==> src/rtl/bldc_pkg.sv <==
// Shared BLDC commutation types: sequencer states and the six-step phase pattern.
package bldc_pkg;

    typedef enum logic [2:0] {IDLE, ALIGN, RAMP, RUN, COAST} bldc_state_t;

    // {R,G,B} phase enables indexed by step; step 0 is all-off.
    localparam logic [6:0][2:0] COMM_PATTERN = {
        3'b101, 3'b001, 3'b011, 3'b010, 3'b110, 3'b100, 3'b000
    };

    function automatic logic [2:0] comm_pattern(input logic [2:0] step);
        logic [2:0] pat;
        pat = 3'b000;
        if (step <= 3'd6) pat = COMM_PATTERN[step];
        return pat;
    endfunction

endpackage

==> src/rtl/bldc_pwm_cnt.sv <==
// Free-running PWM counter with registered on/off compare against duty.
module bldc_pwm_cnt
    import bldc_pkg::*;
#(
    parameter int unsigned PWM_BITS = 8
) (
    input  logic                sysclk,
    input  logic                sysrst_n,
    input  logic [PWM_BITS-1:0] duty,
    output logic                pwm_on
);

    logic [PWM_BITS-1:0] cnt;

    always_ff @(posedge sysclk or negedge sysrst_n) begin
        if (!sysrst_n) begin
            cnt    <= '0;
            pwm_on <= 1'b0;
        end else begin
            cnt    <= cnt + PWM_BITS'(1);
            pwm_on <= (cnt < duty);
        end
    end

endmodule

==> src/rtl/bldc_comm_seq.sv <==
// Six-step BLDC commutation sequencer: align, open-loop ramp to target period,
// run, and coast with all phases off on stop or direction reversal.
module bldc_comm_seq
    import bldc_pkg::*;
#(
    parameter int unsigned PWM_BITS     = 8,
    parameter int unsigned PERIOD_W     = 16,
    parameter int unsigned START_PERIOD = 48000,
    parameter int unsigned MIN_PERIOD   = 1500,
    parameter int unsigned RAMP_STEP    = 500,
    parameter int unsigned ALIGN_CYCLES = 480000,
    parameter int unsigned DEAD_CYCLES  = 4800
) (
    input  logic                sysclk,
    input  logic                sysrst_n,
    input  logic                motor_on,
    input  logic                motor_dir,
    input  logic [PWM_BITS-1:0] duty,
    input  logic [PERIOD_W-1:0] target_period,
    output logic [2:0]          phase,
    output logic [2:0]          step_idx,
    output logic                running,
    output logic                at_speed
);

    localparam int unsigned TMR_W = 32;

    bldc_state_t         state;
    logic [2:0]          step;
    logic [TMR_W-1:0]    timer;
    logic [PERIOD_W-1:0] cur_period;
    logic                dir_lat;
    logic                pwm_on;

    logic [PERIOD_W-1:0] tgt;
    logic [PERIOD_W:0]   ramp_diff;
    logic [2:0]          step_nxt;
    logic                active;
    logic                abort;
    logic                step_wrap;

    bldc_pwm_cnt #(.PWM_BITS(PWM_BITS)) u_pwm (
        .sysclk   (sysclk),
        .sysrst_n (sysrst_n),
        .duty     (duty),
        .pwm_on   (pwm_on)
    );

    assign tgt = (target_period < PERIOD_W'(MIN_PERIOD)) ? PERIOD_W'(MIN_PERIOD)
                                                         : target_period;
    // Top bit is the borrow of the ramp decrement.
    assign ramp_diff = {1'b0, cur_period} - (PERIOD_W + 1)'(RAMP_STEP);
    assign step_nxt  = dir_lat ? ((step >= 3'd6) ? 3'd1 : step + 3'd1)
                               : ((step <= 3'd1) ? 3'd6 : step - 3'd1);
    assign active    = (state == ALIGN) || (state == RAMP) || (state == RUN);
    assign abort     = active && (!motor_on || (motor_dir != dir_lat));
    assign step_wrap = (timer == TMR_W'(cur_period) - TMR_W'(1));

    always_ff @(posedge sysclk or negedge sysrst_n) begin
        if (!sysrst_n) begin
            state      <= IDLE;
            step       <= 3'd0;
            timer      <= '0;
            cur_period <= '0;
            dir_lat    <= 1'b0;
            phase      <= 3'b000;
            step_idx   <= 3'd0;
            running    <= 1'b0;
            at_speed   <= 1'b0;
        end else begin
            step_idx <= step;
            running  <= active;
            at_speed <= (state == RUN);
            phase    <= (pwm_on && active) ? comm_pattern(step) : 3'b000;
            timer    <= timer + TMR_W'(1);

            if (abort) begin
                state <= COAST;
                step  <= 3'd0;
                timer <= '0;
            end else begin
                case (state)
                    IDLE: begin
                        timer <= '0;
                        if (motor_on) begin
                            state   <= ALIGN;
                            step    <= 3'd1;
                            dir_lat <= motor_dir;
                        end
                    end
                    ALIGN: begin
                        if (timer == TMR_W'(ALIGN_CYCLES - 1)) begin
                            state      <= RAMP;
                            step       <= step_nxt;
                            timer      <= '0;
                            cur_period <= PERIOD_W'(START_PERIOD);
                        end
                    end
                    RAMP: begin
                        if (step_wrap) begin
                            step  <= step_nxt;
                            timer <= '0;
                            if (ramp_diff[PERIOD_W] || (ramp_diff[PERIOD_W-1:0] <= tgt)) begin
                                cur_period <= tgt;
                                state      <= RUN;
                            end else begin
                                cur_period <= ramp_diff[PERIOD_W-1:0];
                            end
                        end
                    end
                    RUN: begin
                        // Slower targets apply at once; faster ones go back through the ramp.
                        if (step_wrap) begin
                            step  <= step_nxt;
                            timer <= '0;
                            if (tgt >= cur_period) cur_period <= tgt;
                            else                   state      <= RAMP;
                        end
                    end
                    COAST: begin
                        if (timer == TMR_W'(DEAD_CYCLES - 1)) begin
                            state <= IDLE;
                            timer <= '0;
                        end
                    end
                    default: state <= IDLE;
                endcase
            end
        end
    end

endmodule

==> config.mk <==
export PLATFORM = sky130hd
export DESIGN_NAME = bldc_comm_seq
export DESIGN_NICKNAME = d
export VERILOG_FILES = /design/src/rtl/bldc_pkg.sv /design/src/rtl/bldc_pwm_cnt.sv /design/src/rtl/bldc_comm_seq.sv
export SDC_FILE = /design/constraint.sdc
export NUM_CORES = 1
export LEC_CHECK = 0
export BUFFER_PORTS_ARGS = -buffer_cell sky130_fd_sc_hd__buf_2
export CORE_MARGIN = 4
export CORE_UTILIZATION = 55
export CTS_CLUSTER_DIAMETER = 40
export DETAILED_ROUTE_END_ITERATION = 8
export PLACE_DENSITY = 0.81
export SLEW_MARGIN = 20
export SYNTH_ARGS = -nofsm -noshare
export SYNTH_HDL_FRONTEND = slang
export SYNTH_SLANG_ARGS = --single-unit
==> constraint.sdc <==
create_clock -name sysclk -period 9.4 [get_ports sysclk]
set_clock_uncertainty 0.2 [all_clocks]
set_input_delay 2.82 -clock sysclk [delete_from_list [all_inputs] [get_ports sysclk]]
set_output_delay 2.82 -clock sysclk [all_outputs]
set_load 0.02 [all_outputs]
Word level (Yosys, flattened, before mapping)
Memories as Yosys holds them, arrays and structs flattened. Cells that the tools add are included.

Latch bits: 0. Word-level logic and storage cells: 93. Output and inout port bits: 8. ROM bits: 24. RAM bits: 0. Flip-flop bits (word level): 72. Memories: 1. Input bits: 28.

Memories: (name not given) (words 8, width 3, rd ports 1, clocked after memory_dff 0, write ports 0, line bldc_pkg.sv:14) `if (step <= 3'd6) pat = COMM_PATTERN[step];`.

$lt $le $gt $ge: 8. Shifts and indexed selects: 0. $add $sub $neg: 6. Multiplexer cells: 31. Multipliers: 0. Divide/modulo/power cells: 0. Equality and inequality tests: 20. Bitwise gates (word level): 1. Reductions and logical operators: 15.

Operators with widths (number): two-way mux 32 bit (4); one-hot mux 32 bit (4 select lines) (1); two-way mux 16 bit (6); two-way mux 3 bit (17); one-hot mux 16 bit (3 select lines) (1); adder 32 x 1 -> 32 bit, second input constant (1); equality test 32 x 13 -> 1 bit, second input constant (1); equality test 32 x 19 -> 1 bit, second input constant (1); equality test 32 bit (1); subtractor 16 x 1 -> 17 bit, second input constant (1); subtractor 16 x 9 -> 17 bit, second input constant (1); >= comparator 16 bit (1); <= comparator 16 bit (1); less-than comparator 16 x 11 -> 1 bit, second input constant (1); inequality test 3 bit, second input constant (5); one-hot mux 3 bit (5 select lines) (1); one-hot mux 3 bit (3 select lines) (1); adder 8 x 1 -> 8 bit, second input constant (1); less-than comparator 8 bit (1); AND reduction 7 bit (1); equality test 3 x 2 -> 1 bit, second input constant (2); inequality test 3 x 2 -> 1 bit, second input constant (2); AND reduction 6 bit (1); logical OR 1 bit (4); other kinds (21) (24).

Longest topological paths before layout
Depth in word-level cells: 8. Depth in mapped cells: 17. Gate-level depth less buffers: 15.

Hierarchy
A second synthesis with hierarchy kept.

Cells, all modules: 648. Area total of the unflattened synthesis: 5495.3 um^2.

Modules (own cells, without submodules): bldc_comm_seq (instances 1, cells an instance 596, sequential area each 1576.5 um^2, area each 4976.0 um^2); bldc_pwm_cnt (instances 1, cells an instance 52, sequential area each 225.2 um^2, area each 519.2 um^2).

Worst setup path before layout
Ideal clock, no wire load.

Path type: input to register. Start: input target_period[3]. End: register cur_period[11]. Setup time: 0.134 ns. Setup slack: 3.066 ns. Arrival: 6.000 ns. Required time: 9.066 ns. Buffers on the path: 2. Stages: 16. Cells stage by stage: a31oi_1 -> nor3_1 -> a2111oi_0 -> clkbuf_1 -> nand2b_1 -> inv_1 -> ha_1 -> a21o_1 -> a21oi_1 -> nor2b_1 -> a2111oi_0 -> o21ai_0 -> o21ai_1 -> nor2_1 -> buf_2 -> a2bb2oi_1.

Cells in the longest elaborated chain, start to end: 7. Elaborated cells between the ends (all ways): 12. Those cells by class: order compare: 3; eq/ne: 1; mux: 6; reduce/logical: 2.

RTL lines: start: declaration (line bldc_comm_seq.sv:19) `input logic [PERIOD_W-1:0] target_period,`; less-than comparator 16 x 11 -> 1 bit (line bldc_comm_seq.sv:49) `assign tgt = (target_period < PERIOD_W'(MIN_PERIOD)) ? PERIOD_W'(MIN_PERIOD)`; two-way mux 16 bit * (line bldc_comm_seq.sv:49); <= comparator 16 bit (line bldc_comm_seq.sv:103) `if (ramp_diff[PERIOD_W] || (ramp_diff[PERIOD_W-1:0] <= tgt)) begin`; logical OR 1 bit (line bldc_comm_seq.sv:103); two-way mux 16 bit (line bldc_comm_seq.sv:103); two-way mux 16 bit (line bldc_comm_seq.sv:100) `if (step_wrap) begin`; one-hot mux 16 bit (3 select lines) (line bldc_comm_seq.sv:82) `case (state)`; end signal: assignment (line bldc_comm_seq.sv:96) `cur_period <= PERIOD_W'(START_PERIOD);`; end signal: assignment (line bldc_comm_seq.sv:104) `cur_period <= tgt;`; end signal: assignment (line bldc_comm_seq.sv:107) `cur_period <= ramp_diff[PERIOD_W-1:0];`; end: declaration (line bldc_comm_seq.sv:31) `logic [PERIOD_W-1:0] cur_period;`.

Mark *: on every way between the ends. The rest lies on a longest branch, timed or not. The select of a mux whose other input is x is not followed. A chain may end at the register's enable or synchronous reset.

Final worst setup path
Start: input target_period[2]. End: register cur_period[14].

The elaborated chain is that of the path after synthesis.

==> results_dict.tcl <==
set metrics [dict create \
    status "finished, final reports clean" \
    chipWidth_um 108 \
    yosysWarningCount 0 \
    yosysSeqAreaShare 0.329 \
    grt_antenna_before_repair 0 \
    cts.repair.resized 0 \
    grt_first_pass_wirelength_um 21800 \
    netlist-cell-type-count 59 \
    hpwl_um 9650 \
    leakage_nw 2.69 \
    peakVddDrop_uv 114 \
    diodes 0 \
    drt_iter0_drc 316 \
    slew_viol_final 0 \
    hold_buffers 0 \
    drc 0 \
    cp_max_fo 12 \
    met1_usage 0.308 \
    cts_max_level 3 \
    post_cts_buffers 0 \
    slowest_stage "a2111oi_2" \
    use_met2 0.383 \
    vias_per_cell 5.86 \
    required_ns 9.46 \
    async_reset_ff_frac 1.00 \
    setup_violations 0 \
    cts_tree "yes" \
    die_h_um 108 \
    clockRootBuffer "clkbuf_8" \
    die_area_um2 11600 \
    period_needed_ns 7.04 \
    yosys-top-cells-area "dfrtp_1 33%, ha_1 11%, xnor2_1 6.9%" \
    holdCritStartpoint "u_pwm.cnt[7]" \
    grt-busiest-layer "met2" \
    crit_start "target_period[2]" \
    cp_cell_sequence "buf_2, a31oi_1, nor3_1, a2111oi_2, nor2_1, inv_1, ha_1, a211o_1, a21oi_1, o21ai_0, a2111oi_0, o21ai_0, o21ai_1, nor2_1, o22ai_1" \
    start_kind "primary input" \
    clockBufferDepth 2 \
    synth_edf_count 0 \
    synth_area_per_cell_um2 8.58 \
    drive_above_1_share 0.112 \
    clkTransAtPathRegs_ns 0.08 \
    hold_ws_ns 0.284 \
    power_density_nw_per_um2 221 \
    synthesis.nets 715 \
    grt_overflow 0 \
    insertion_delay_ns 0.35 \
    arrival_ns 7.09 \
    synth_area_leader_cell "dfrtp_1" \
    grt_pass1_vias 4582 \
    slew_headroom 0.360 \
    fin_crit_sh 0.749 \
    dr.pass1.iters 5 \
    numPortBuffers 35 \
    vias 4661 \
    rsz0062_at_grt "false" \
    reg2reg_from "cur_period[2]" \
    final_nets 733 \
    fillers 864 \
    grt.total_usage 0.233 \
    critPathBufInv 2 \
    path_class "primary input to flop" \
    syn_to_final_growth_pct 8.56 \
    ios 36 \
    wl_per_cell_um 16.2 \
    synth_top_flop_cell "dfrtp_1" \
    synthCells 639 \
    use_met3 0.0330 \
    cts_buffers 9 \
    cp-end-kind "flop" \
    grt_max_degree 73 \
    total_power_mw 1.32 \
    slowest_delay_ns 0.87 \
    synth_top_area_share 0.329 \
    hp-class "flop to flop" \
    hold_viol 0 \
    setup_tns_ns 0 \
    clock-sinks 72 \
    start_util 0.563 \
    cpLargestDelayFamily "compound AO/OA/AOI/OAI gates" \
    gp_congestion 0.952 \
    fp-row-count 36 \
    routed_wl_um 12900 \
    fmax_mhz 142 \
    detail-route-antenna-nets 0 \
    synth-seq-cells 72 \
    syn_area_um2 5480 \
    cap_violations 0 \
    coreArea_um2 9730 \
    tightest_slew_ns 0.958 \
]
-- cell usage after synthesis (all sizes together) (2+ instances only) --
master,number
nor2,55
nand2,54
clkbuf,22
mux2i,4
buf,9
or4,4
nand3,19
nor4,17
nand2b,13
a2111oi,3
a221oi,2
o31ai,3
a31oi,4
mux2,7
a2bb2oi,6
nor3b,4
o22ai,6
a21o,9
a21oi,21
nand4,17
nor2b,9
nor3,28
and4,3
inv,51
or3,4
and2,6
o211ai,5
xor2,25
dfrtp,72
o21ai,25
and3,10
a211oi,7
nand3b,6
ha,48
or2,4
xnor2,43
o31a,2
-- cell usage in the layout, fill, tap and decap left out, types with 3 or more instances in the layout --
| cell | instances |
|---|---|
| nand4_1 | 17 |
| nor3_1 | 28 |
| dfrtp_1 | 72 |
| nand3b_1 | 6 |
| nand2b_1 | 13 |
| xor2_1 | 25 |
| a2bb2oi_1 | 6 |
| buf_4 | 3 |
| o22ai_1 | 6 |
| and2_1 | 5 |
| xnor2_1 | 43 |
| or4_1 | 3 |
| nor4_2 | 3 |
| o211ai_1 | 4 |
| inv_1 | 51 |
| o21ai_0 | 20 |
| a21o_1 | 9 |
| nand3_1 | 19 |
| mux2_2 | 7 |
| ha_1 | 48 |
| o31ai_1 | 3 |
| nor2b_1 | 9 |
| clkbuf_8 | 12 |
| a31oi_1 | 4 |
| a21oi_1 | 21 |
| nor3b_1 | 4 |
| and4_1 | 3 |
| nor4_1 | 14 |
| nand2_1 | 54 |
| o21ai_1 | 4 |
| nor2_1 | 55 |
| a211oi_1 | 7 |
| or3_1 | 3 |
| and3_1 | 10 |
| mux2i_1 | 4 |
| buf_2 | 35 |
-- final cells by class --
| cell class | count | area [um^2] | share of cell area |
|---|---|---|---|
| multi-input cells | 485 | 3350 | 0.564 |
| flip-flops and latches | 72 | 1800 | 0.303 |
| repair buffers | 38 | 198 | 0.0332 |
| inverters | 51 | 191 | 0.0322 |
| well taps | 133 | 166 | 0.0280 |
| clock buffers | 12 | 165 | 0.0278 |
| clock inverters | 4 | 73.8 | 0.0124 |
-- flip-flops by register name, indices dropped and copies added, names as in the netlist --
name,count
dir_lat,1
phase,3
running,1
state,3
u_pwm.cnt,8
step,3
timer,32
step_idx,3
u_pwm.pwm_on,1
cur_period,16
at_speed,1
-- cell families (layout without fill, tap and decap cells) --
group           count (synthesis)  after routing  synth area share
compound gates                102            102             0.126
xor+xnor                       68             68             0.109
fa+ha+maj                      48             48             0.110
buf+inv                        82            105            0.0625
flops                          72             72             0.329
mux                            11             11            0.0217
simple gates                  256            256             0.243
-- through the flow --
step	instance area [um^2]	utilization	setup slack, ns	std cells
after CTS	5940	0.611	2.44	795
final	5950	0.612	2.36	795
after floorplan	5480	-	3.07	639
after detailed placement	5700	0.586	2.09	779
after global placement	5700	0.586	2.27	779
after global routing	5950	0.612	2.13	795
-- power by group --
group | total (mW) | switching, mW | internal [mW]
clock network | 0.290 | 0.118 | 0.172
logic | 0.585 | 0.355 | 0.231
registers | 0.441 | 0.0864 | 0.354
-- worst register-to-register path: stages (launching register included) --
cell	delay [ns]
dfrtp_1	0.46
inv_1	0.20
ha_1	0.34
nand2b_1	0.19
nor2_1	0.33
nor2_1	0.11
xnor2_1	0.28
ha_1	0.31
nand4_1	0.15
nor2_1	0.08
a221oi_1	0.26
nand3_1	0.16
o21ai_4	0.61
nor2_1	0.24
a211oi_1	0.32
a2bb2oi_1	0.20
-- path summary, 6_finish.rpt --
path / endpoint / slack [ns] / depth (start not counted)
hold reg to reg: u_pwm.cnt[7] / 0.28 / 1
max in group asynchronous: timer[18] / 5.91 / 2
min in group asynchronous: cur_period[0] / 2.48 / 2
setup / recovery: cur_period[14] / 2.36 / 15
setup reg to reg: cur_period[9] / 4.87 / 15
hold / removal: u_pwm.cnt[7] / 0.28 / 1
-- routing by layer --
metal,routed length (um),vias to the layer above
met5,0,-
met4,355,0
met3,571,29
met2,6150,143
met1,5810,2222
li1,-,2267
(Power assumes the default switching activity.)
